===== config.mk =====
export PLATFORM = sky130hd
export DESIGN_NAME = sram_arbiter_flat
export DESIGN_NICKNAME = d
export VERILOG_FILES = /design/src/rtl/sram_arbiter_if.sv /design/src/rtl/sram_arbiter.sv /design/src/flat_wrapper.sv
export SDC_FILE = /design/constraint.sdc
export NUM_CORES = 1
export LEC_CHECK = 0
export ABC_AREA = 1
export BUFFER_PORTS_ARGS = -buffer_cell sky130_fd_sc_hd__clkbuf_2
export CORE_UTILIZATION = 50
export CTS_BUF_LIST = sky130_fd_sc_hd__clkbuf_4
export CTS_CLUSTER_DIAMETER = 100
export CTS_CLUSTER_SIZE = 16
export DETAILED_ROUTE_END_ITERATION = 6
export MAX_ROUTING_LAYER = met4
export PLACE_DENSITY = 0.83
export SLEW_MARGIN = 20
export SYNTH_ARGS = -nofsm -noshare
export SYNTH_HDL_FRONTEND = slang
export SYNTH_SLANG_ARGS = --single-unit

===== constraint.sdc =====
create_clock -name clock -period 1.4 [get_ports clock]
set_input_delay 0 -clock clock [delete_from_list [all_inputs] [get_ports clock]]
set_output_delay 0 -clock clock [all_outputs]
set_load 0.01 [all_outputs]

===== src/rtl/sram_arbiter_if.sv =====
// sram_arbiter_if
//   Bundle of the CPU port, the video port and the external SRAM pins
//   that surround the SRAM arbiter.
//   slave  modport : the arbiter side. It takes the requests, addresses,
//                    write data and SRAM read data, and drives the acks,
//                    read data and SRAM control pins.
//   master modport : the requester/board side, which is the mirror image.
//   Signals:
//     cpu_req/cpu_we/cpu_addr[20:0]/cpu_wdata[7:0] -> CPU request
//     cpu_ack/cpu_rdata[7:0]                       <- CPU completion
//     vid_req/vid_addr[20:0]                       -> video fetch request
//     vid_ack/vid_rdata[7:0]                       <- video completion
//     sram_addr[20:0]/sram_dout[7:0]/sram_oe/sram_we_n <- SRAM pins
//     sram_din[7:0]                                -> SRAM read data
interface sram_arbiter_if;
  logic        cpu_req;
  logic        cpu_we;
  logic [20:0] cpu_addr;
  logic [7:0]  cpu_wdata;
  logic        cpu_ack;
  logic [7:0]  cpu_rdata;
  logic        vid_req;
  logic [20:0] vid_addr;
  logic        vid_ack;
  logic [7:0]  vid_rdata;
  logic [20:0] sram_addr;
  logic [7:0]  sram_dout;
  logic [7:0]  sram_din;
  logic        sram_oe;
  logic        sram_we_n;

  modport slave (
    input  cpu_req, cpu_we, cpu_addr, cpu_wdata, vid_req, vid_addr, sram_din,
    output cpu_ack, cpu_rdata, vid_ack, vid_rdata,
    output sram_addr, sram_dout, sram_oe, sram_we_n
  );

  modport master (
    output cpu_req, cpu_we, cpu_addr, cpu_wdata, vid_req, vid_addr, sram_din,
    input  cpu_ack, cpu_rdata, vid_ack, vid_rdata,
    input  sram_addr, sram_dout, sram_oe, sram_we_n
  );
endinterface


===== src/rtl/sram_arbiter.sv =====
// sram_arbiter
//   Shares one asynchronous 8-bit SRAM between a CPU port (read/write) and a
//   video port (read only). Each transaction runs IDLE -> SETUP ->
//   ACCESS (ACCESS_CYCLES cycles) -> HOLD -> IDLE. Address and write data
//   stay stable from SETUP through HOLD, which puts one cycle of setup and
//   one cycle of hold around the write strobe. Under contention the grants
//   alternate, starting with video after reset.
//   Ports:
//     clock : rising-edge clock
//     reset : synchronous, active-high reset; aborts any transaction
//     bus   : sram_arbiter_if.slave (CPU port, video port, SRAM pins)
//   All outputs come straight from registers.
module sram_arbiter #(
  parameter int unsigned ACCESS_CYCLES = 2
) (
  input logic           clock,
  input logic           reset,
  sram_arbiter_if.slave bus
);

  typedef enum logic [1:0] {
    S_IDLE   = 2'd0,
    S_SETUP  = 2'd1,
    S_ACCESS = 2'd2,
    S_HOLD   = 2'd3
  } state_t;

  // The counter value on the last strobe cycle.
  localparam logic [3:0] LP_LAST_CNT = 4'(ACCESS_CYCLES - 1);

  state_t      r_state, w_state_nxt;
  logic [3:0]  r_cnt, w_cnt_nxt;
  logic        r_win_vid, w_win_vid_nxt;
  logic        r_write, w_write_nxt;
  logic        r_last_vid, w_last_vid_nxt;
  logic [20:0] r_sram_addr, w_sram_addr_nxt;
  logic [7:0]  r_sram_dout, w_sram_dout_nxt;
  logic        r_sram_oe, w_sram_oe_nxt;
  logic        r_sram_we_n, w_sram_we_n_nxt;
  logic        r_cpu_ack, w_cpu_ack_nxt;
  logic        r_vid_ack, w_vid_ack_nxt;
  logic [7:0]  r_cpu_rdata, w_cpu_rdata_nxt;
  logic [7:0]  r_vid_rdata, w_vid_rdata_nxt;

  // Video wins unless the CPU is also asking and video had the last grant.
  logic w_grant_vid, w_grant_cpu, w_grant;
  assign w_grant_vid = bus.vid_req & (~bus.cpu_req | ~r_last_vid);
  assign w_grant_cpu = bus.cpu_req & ~w_grant_vid;
  assign w_grant     = w_grant_vid | w_grant_cpu;

  // State register plus every registered output and datapath latch.
  always_ff @(posedge clock) begin
    if (reset) begin
      r_state     <= S_IDLE;
      r_cnt       <= 4'd0;
      r_win_vid   <= 1'b0;
      r_write     <= 1'b0;
      r_last_vid  <= 1'b0;
      r_sram_addr <= 21'd0;
      r_sram_dout <= 8'd0;
      r_sram_oe   <= 1'b0;
      r_sram_we_n <= 1'b1;
      r_cpu_ack   <= 1'b0;
      r_vid_ack   <= 1'b0;
      r_cpu_rdata <= 8'd0;
      r_vid_rdata <= 8'd0;
    end else begin
      r_state     <= w_state_nxt;
      r_cnt       <= w_cnt_nxt;
      r_win_vid   <= w_win_vid_nxt;
      r_write     <= w_write_nxt;
      r_last_vid  <= w_last_vid_nxt;
      r_sram_addr <= w_sram_addr_nxt;
      r_sram_dout <= w_sram_dout_nxt;
      r_sram_oe   <= w_sram_oe_nxt;
      r_sram_we_n <= w_sram_we_n_nxt;
      r_cpu_ack   <= w_cpu_ack_nxt;
      r_vid_ack   <= w_vid_ack_nxt;
      r_cpu_rdata <= w_cpu_rdata_nxt;
      r_vid_rdata <= w_vid_rdata_nxt;
    end
  end

  // Next-state logic and the strobe-length counter.
  always_comb begin
    w_state_nxt = r_state;
    w_cnt_nxt   = 4'd0;
    case (r_state)
      S_IDLE: begin
        if (w_grant) w_state_nxt = S_SETUP;
        else         w_state_nxt = S_IDLE;
      end
      S_SETUP: begin
        w_state_nxt = S_ACCESS;
      end
      S_ACCESS: begin
        if (r_cnt == LP_LAST_CNT) begin
          w_state_nxt = S_HOLD;
        end else begin
          w_state_nxt = S_ACCESS;
          w_cnt_nxt   = r_cnt + 4'd1;
        end
      end
      S_HOLD: begin
        w_state_nxt = S_IDLE;
      end
      default: begin
        w_state_nxt = S_IDLE;
      end
    endcase
  end

  // Next values of the registered outputs, the request latches and the grant history.
  always_comb begin
    w_win_vid_nxt   = r_win_vid;
    w_write_nxt     = r_write;
    w_last_vid_nxt  = r_last_vid;
    w_sram_addr_nxt = r_sram_addr;
    w_sram_dout_nxt = r_sram_dout;
    w_sram_oe_nxt   = r_sram_oe;
    w_sram_we_n_nxt = r_sram_we_n;
    w_cpu_ack_nxt   = 1'b0;
    w_vid_ack_nxt   = 1'b0;
    w_cpu_rdata_nxt = r_cpu_rdata;
    w_vid_rdata_nxt = r_vid_rdata;
    case (r_state)
      S_IDLE: begin
        if (w_grant) begin
          w_win_vid_nxt   = w_grant_vid;
          w_last_vid_nxt  = w_grant_vid;
          w_write_nxt     = w_grant_cpu & bus.cpu_we;
          w_sram_addr_nxt = w_grant_vid ? bus.vid_addr : bus.cpu_addr;
          w_sram_dout_nxt = w_grant_cpu ? bus.cpu_wdata : r_sram_dout;
          // For a write the data bus is driven from SETUP, so the data is settled before the strobe.
          w_sram_oe_nxt   = w_grant_cpu & bus.cpu_we;
        end else begin
          w_sram_oe_nxt   = 1'b0;
        end
      end
      S_SETUP: begin
        w_sram_we_n_nxt = ~r_write;
      end
      S_ACCESS: begin
        if (r_cnt == LP_LAST_CNT) begin
          w_sram_we_n_nxt = 1'b1;
          if (r_win_vid) w_vid_ack_nxt = 1'b1;
          else           w_cpu_ack_nxt = 1'b1;
          if (!r_write) begin
            if (r_win_vid) w_vid_rdata_nxt = bus.sram_din;
            else           w_cpu_rdata_nxt = bus.sram_din;
          end else begin
            w_cpu_rdata_nxt = r_cpu_rdata;
          end
        end else begin
          w_sram_we_n_nxt = ~r_write;
        end
      end
      S_HOLD: begin
        w_sram_oe_nxt   = 1'b0;
        w_sram_we_n_nxt = 1'b1;
      end
      default: begin
        w_sram_oe_nxt   = 1'b0;
        w_sram_we_n_nxt = 1'b1;
      end
    endcase
  end

  assign bus.cpu_ack   = r_cpu_ack;
  assign bus.cpu_rdata = r_cpu_rdata;
  assign bus.vid_ack   = r_vid_ack;
  assign bus.vid_rdata = r_vid_rdata;
  assign bus.sram_addr = r_sram_addr;
  assign bus.sram_dout = r_sram_dout;
  assign bus.sram_oe   = r_sram_oe;
  assign bus.sram_we_n = r_sram_we_n;

endmodule


===== src/flat_wrapper.sv =====
// flat-port wrapper written by rule: the top's interface ports become plain ports
module sram_arbiter_flat 
#(
  parameter int unsigned ACCESS_CYCLES = 2
)
  (clock, reset, bus_cpu_req, bus_cpu_we, bus_cpu_addr, bus_cpu_wdata, bus_vid_req, bus_vid_addr, bus_sram_din, bus_cpu_ack, bus_cpu_rdata, bus_vid_ack, bus_vid_rdata, bus_sram_addr, bus_sram_dout, bus_sram_oe, bus_sram_we_n);
  sram_arbiter_if bus_i ();
  input logic clock;
  input logic reset;
  input wire logic [$bits(bus_i.cpu_req)-1:0] bus_cpu_req;
  input wire logic [$bits(bus_i.cpu_we)-1:0] bus_cpu_we;
  input wire logic [$bits(bus_i.cpu_addr)-1:0] bus_cpu_addr;
  input wire logic [$bits(bus_i.cpu_wdata)-1:0] bus_cpu_wdata;
  input wire logic [$bits(bus_i.vid_req)-1:0] bus_vid_req;
  input wire logic [$bits(bus_i.vid_addr)-1:0] bus_vid_addr;
  input wire logic [$bits(bus_i.sram_din)-1:0] bus_sram_din;
  output wire logic [$bits(bus_i.cpu_ack)-1:0] bus_cpu_ack;
  output wire logic [$bits(bus_i.cpu_rdata)-1:0] bus_cpu_rdata;
  output wire logic [$bits(bus_i.vid_ack)-1:0] bus_vid_ack;
  output wire logic [$bits(bus_i.vid_rdata)-1:0] bus_vid_rdata;
  output wire logic [$bits(bus_i.sram_addr)-1:0] bus_sram_addr;
  output wire logic [$bits(bus_i.sram_dout)-1:0] bus_sram_dout;
  output wire logic [$bits(bus_i.sram_oe)-1:0] bus_sram_oe;
  output wire logic [$bits(bus_i.sram_we_n)-1:0] bus_sram_we_n;
  assign bus_i.cpu_req = bus_cpu_req;
  assign bus_i.cpu_we = bus_cpu_we;
  assign bus_i.cpu_addr = bus_cpu_addr;
  assign bus_i.cpu_wdata = bus_cpu_wdata;
  assign bus_i.vid_req = bus_vid_req;
  assign bus_i.vid_addr = bus_vid_addr;
  assign bus_i.sram_din = bus_sram_din;
  assign bus_cpu_ack = bus_i.cpu_ack;
  assign bus_cpu_rdata = bus_i.cpu_rdata;
  assign bus_vid_ack = bus_i.vid_ack;
  assign bus_vid_rdata = bus_i.vid_rdata;
  assign bus_sram_addr = bus_i.sram_addr;
  assign bus_sram_dout = bus_i.sram_dout;
  assign bus_sram_oe = bus_i.sram_oe;
  assign bus_sram_we_n = bus_i.sram_we_n;
  sram_arbiter #(.ACCESS_CYCLES(ACCESS_CYCLES)) u_core (.clock(clock), .reset(reset), .bus(bus_i));
endmodule

==> metrics.cfg <==
[pwr]
combPwrFrac_pct = 29.8
p_clk_share_pct = 27.2
p_seq_share_pct = 42.9
power_leakage_nw = 2.13
internal-power_mw = 2.91
p_sw_mw = 1.42
power_switching_share_pct = 32.8
power_density_nw_per_um2 = 1040
ir_drop_uv = 903

[placed_design]
dpl_cell_area_um2 = 3370
port_buffers = 111
globalplace.congestion = 0.821
dpl.hpwl_mm = 4.76

[run_status]
status = finished, final reports clean

[flow_run]
maxCapViolCount = 0

[detailed_routing]
post_drt_wl_per_cell_um = 13.5
ant_nets = 0
dr.pass1.iters = 5
drtIter0Drc = 276
drt-vias-per-instance = 5.03
routed_wl_mm = 8.88
num_vias = 3300
drc = 0

[clock_network]
htree_num_levels = 3
cts_tree = yes
clockBufferDepth = 2
clkLatencyLatePin_ns = 0.40
clkTransAtPathRegs_ns = 0.09
cts_sinks = 57
cts_root_buffer = clkbuf_4
cts_inserted_buffers = 9

[critical_path]
worstReg2RegStart = u_core.r_last_vid
cp-end-kind = register
crit_slowest_cell = dfxtp_1
cp_data_arrival_time_ns = 1.67
r2r_cells = 8
critPathKind = register to register
cp-endpoint = u_core.bus.sram_addr[19]
worstSetupStartpointType = register
reg2reg_to = u_core.bus.sram_addr[19]
cp.required_ns = 1.69
reg2reg_slack_ns = 0.02
cp-startpoint = u_core.r_last_vid
cpPeakStageDelay_ns = 0.36
critPathMaxFanout = 24
crit_top_cell = nand2_1
path_cells = nand2_1 > nand2_4 > nand2_2 > nand2_2 > buf_12 > nand2_1 > nand2_1 > nor2_1

[global_route]
grt_max_degree = 25
grt_first_pass_wirelength_mm = 14.4
grt_pass1_vias = 3133
grt.total_usage_pct = 35.3
antenna_found_initial = 0
overflow = 0

[floorplan]
fp.dieW_um = 75.4
start_util_pct = 52.4
die_area_um2 = 5680
core_area_um2 = 5140
num_rows = 26
ios = 112
dieHeight_um = 75.4

[sta]
rsz0062_at_grt = yes
final.period_utilization_pct = 98.8
drv_slew = 0
fin_setup_tns_ns = 0
clock_skew_ns = 0.0150
timing.final.crit_period_ns = 1.38
setup_violations = 0
tightest_slew_ns = 0.257
finalHoldViolations = 0
slew_headroom_pct = 82.9
hold_ws_ns = 0.0280
timing.fmax_mhz = 723

[synth]
yosys_warnings = 0
synth_nets = 472
synth_common_cells = nand2_1, nor2_1, dfxtp_1, inv_1
synth-edff-count = 0
synthFlopType = dfxtp_1
yosysSeqAreaShare_pct = 42.4
synthCells = 403
synth_top_area_share_pct = 42.4
synth_cell_type_count = 21
synth.most_common_cell = nand2_1
async_flop_share_pct = 0
yosys.area.top_type = dfxtp_1
synthTopCellsByArea = dfxtp_1, nand2_1, nor2_1
synth_seq_cells = 57
synth_area_um2 = 2690
synth_area_per_cell_um2 = 6.68

[finish]
antenna_cells = 0
drive_gt1_share_pct = 27.6
final_core_util_pct = 81.0
fill_cells = 346
syn2layout_area_growth_pct = 54.7
finalInstanceArea_um2 = 4160
nets = 651

[hold_path]
worstHoldPathType = primary input to register

timing repair:
action                                 4_1_cts  5_1_grt
hold buffers                                61        0
setup endpoints to repair                    0       36
setup buffers                                0        1
resized for setup                            0       11
endpoints found under the hold margin       49        0
registers in the layout, summed over array words and instances, names as in the netlist:
signal	cells
u_core.bus.sram_dout	8
u_core.bus.sram_addr	21
u_core.r_cnt	4
u_core.r_write	1
u_core.bus.cpu_ack	1
u_core.bus.vid_ack	1
u_core.r_last_vid	1
u_core.bus.sram_oe	1
u_core.bus.sram_we_n	1
u_core.bus.cpu_rdata	8
u_core.bus.vid_rdata	8
u_core.r_state	2
cells by family (layout without fill, tap and decap cells):
family	after synthesis	in the layout	synth area share (%)
xor+xnor	1	1	0.325
compound gates	15	15	2.79
simple gates	262	262	42.0
flops	57	57	42.4
fa+ha+maj	6	6	2.79
buf+inv	62	245	9.72
power groups by stage:
stage,combinational [mW],sequential [mW],clock [mW]
after floorplan,0.614,1.94,0
after global placement,1.05,1.88,0
after detailed placement,1.07,1.89,0
after CTS,1.21,1.85,1.18
after global routing,1.45,1.87,1.28
final,1.29,1.86,1.18
cells in the final DEF, fill, tap and decap left out, drive strengths merged:
cell type    synthesis  layout
or2                  1       1
buf                 16      17
clkinvlp             0       1
dfxtp               57      57
nand3b               1       1
nand3               26      26
clkinv               0       3
nor3                 2       2
bufinv               0       1
ha                   6       6
nand2              122     122
dlygate4sd3          0      61
clkbuf               5     122
nor2                85      85
o21ai                2       2
a21oi               13      13
inv                 41      40
xnor2                1       1
nand4               25      25
worst min path at each step:
stage	start	to	slack (ns)	cells past startpoint
2_1_floorplan	reset	u_core.bus.cpu_ack	0.08	1
3_3_place_gp	bus_cpu_wdata[0]	u_core.bus.sram_dout[0]	0.26	3
3_5_place_dp	bus_cpu_wdata[1]	u_core.bus.sram_dout[1]	0.27	3
4_1_cts	bus_cpu_req	u_core.bus.sram_dout[7]	0.03	4
5_1_grt	bus_cpu_req	u_core.bus.sram_dout[7]	0.05	4
6_report	bus_vid_req	u_core.bus.sram_oe	0.03	4
critical path: cells and delay by family, from the launching register on:
family | cells | cell delay [ns]
simple gates | 7 | 0.74
flops | 1 | 0.36
buf+inv | 1 | 0.17
cell type report:
| cell class | count | area, µm² | share of cell area (%) |
|---|---|---|---|
| Timing Repair Buffer | 189 | 1340 | 32.2 |
| Clock buffer | 11 | 82.6 | 1.98 |
| Inverter | 41 | 158 | 3.79 |
| Multi-Input combinational cell | 284 | 1310 | 31.4 |
| Sequential cell | 57 | 1140 | 27.4 |
| Clock inverter | 4 | 45.0 | 1.08 |
| Tap cell | 70 | 87.6 | 2.10 |
layer usage:
layer | track usage, % | part of all wire, % | vias to the layer above
met5 | - | 0 | -
met4 | 24.5 | 3.8 | 0
met3 | 9.79 | 6.6 | 42
met2 | 53.7 | 50 | 191
met1 | 40.4 | 39 | 1453
li1 | - | - | 1614
per-stage QoR:
| step | power, mW | cells | worst slack, ns |
|---|---|---|---|
| floorplan | 2.55 | 403 | 0.155 |
| global placement | 2.92 | 579 | 0.108 |
| detailed placement | 2.95 | 579 | 0.0408 |
| CTS | 4.24 | 655 | 0.0152 |
| global route | 4.59 | 656 | -0.0656 |
| finish | 4.33 | 656 | 0.0168 |
Note: power is estimated with default switching activity, not from simulation.
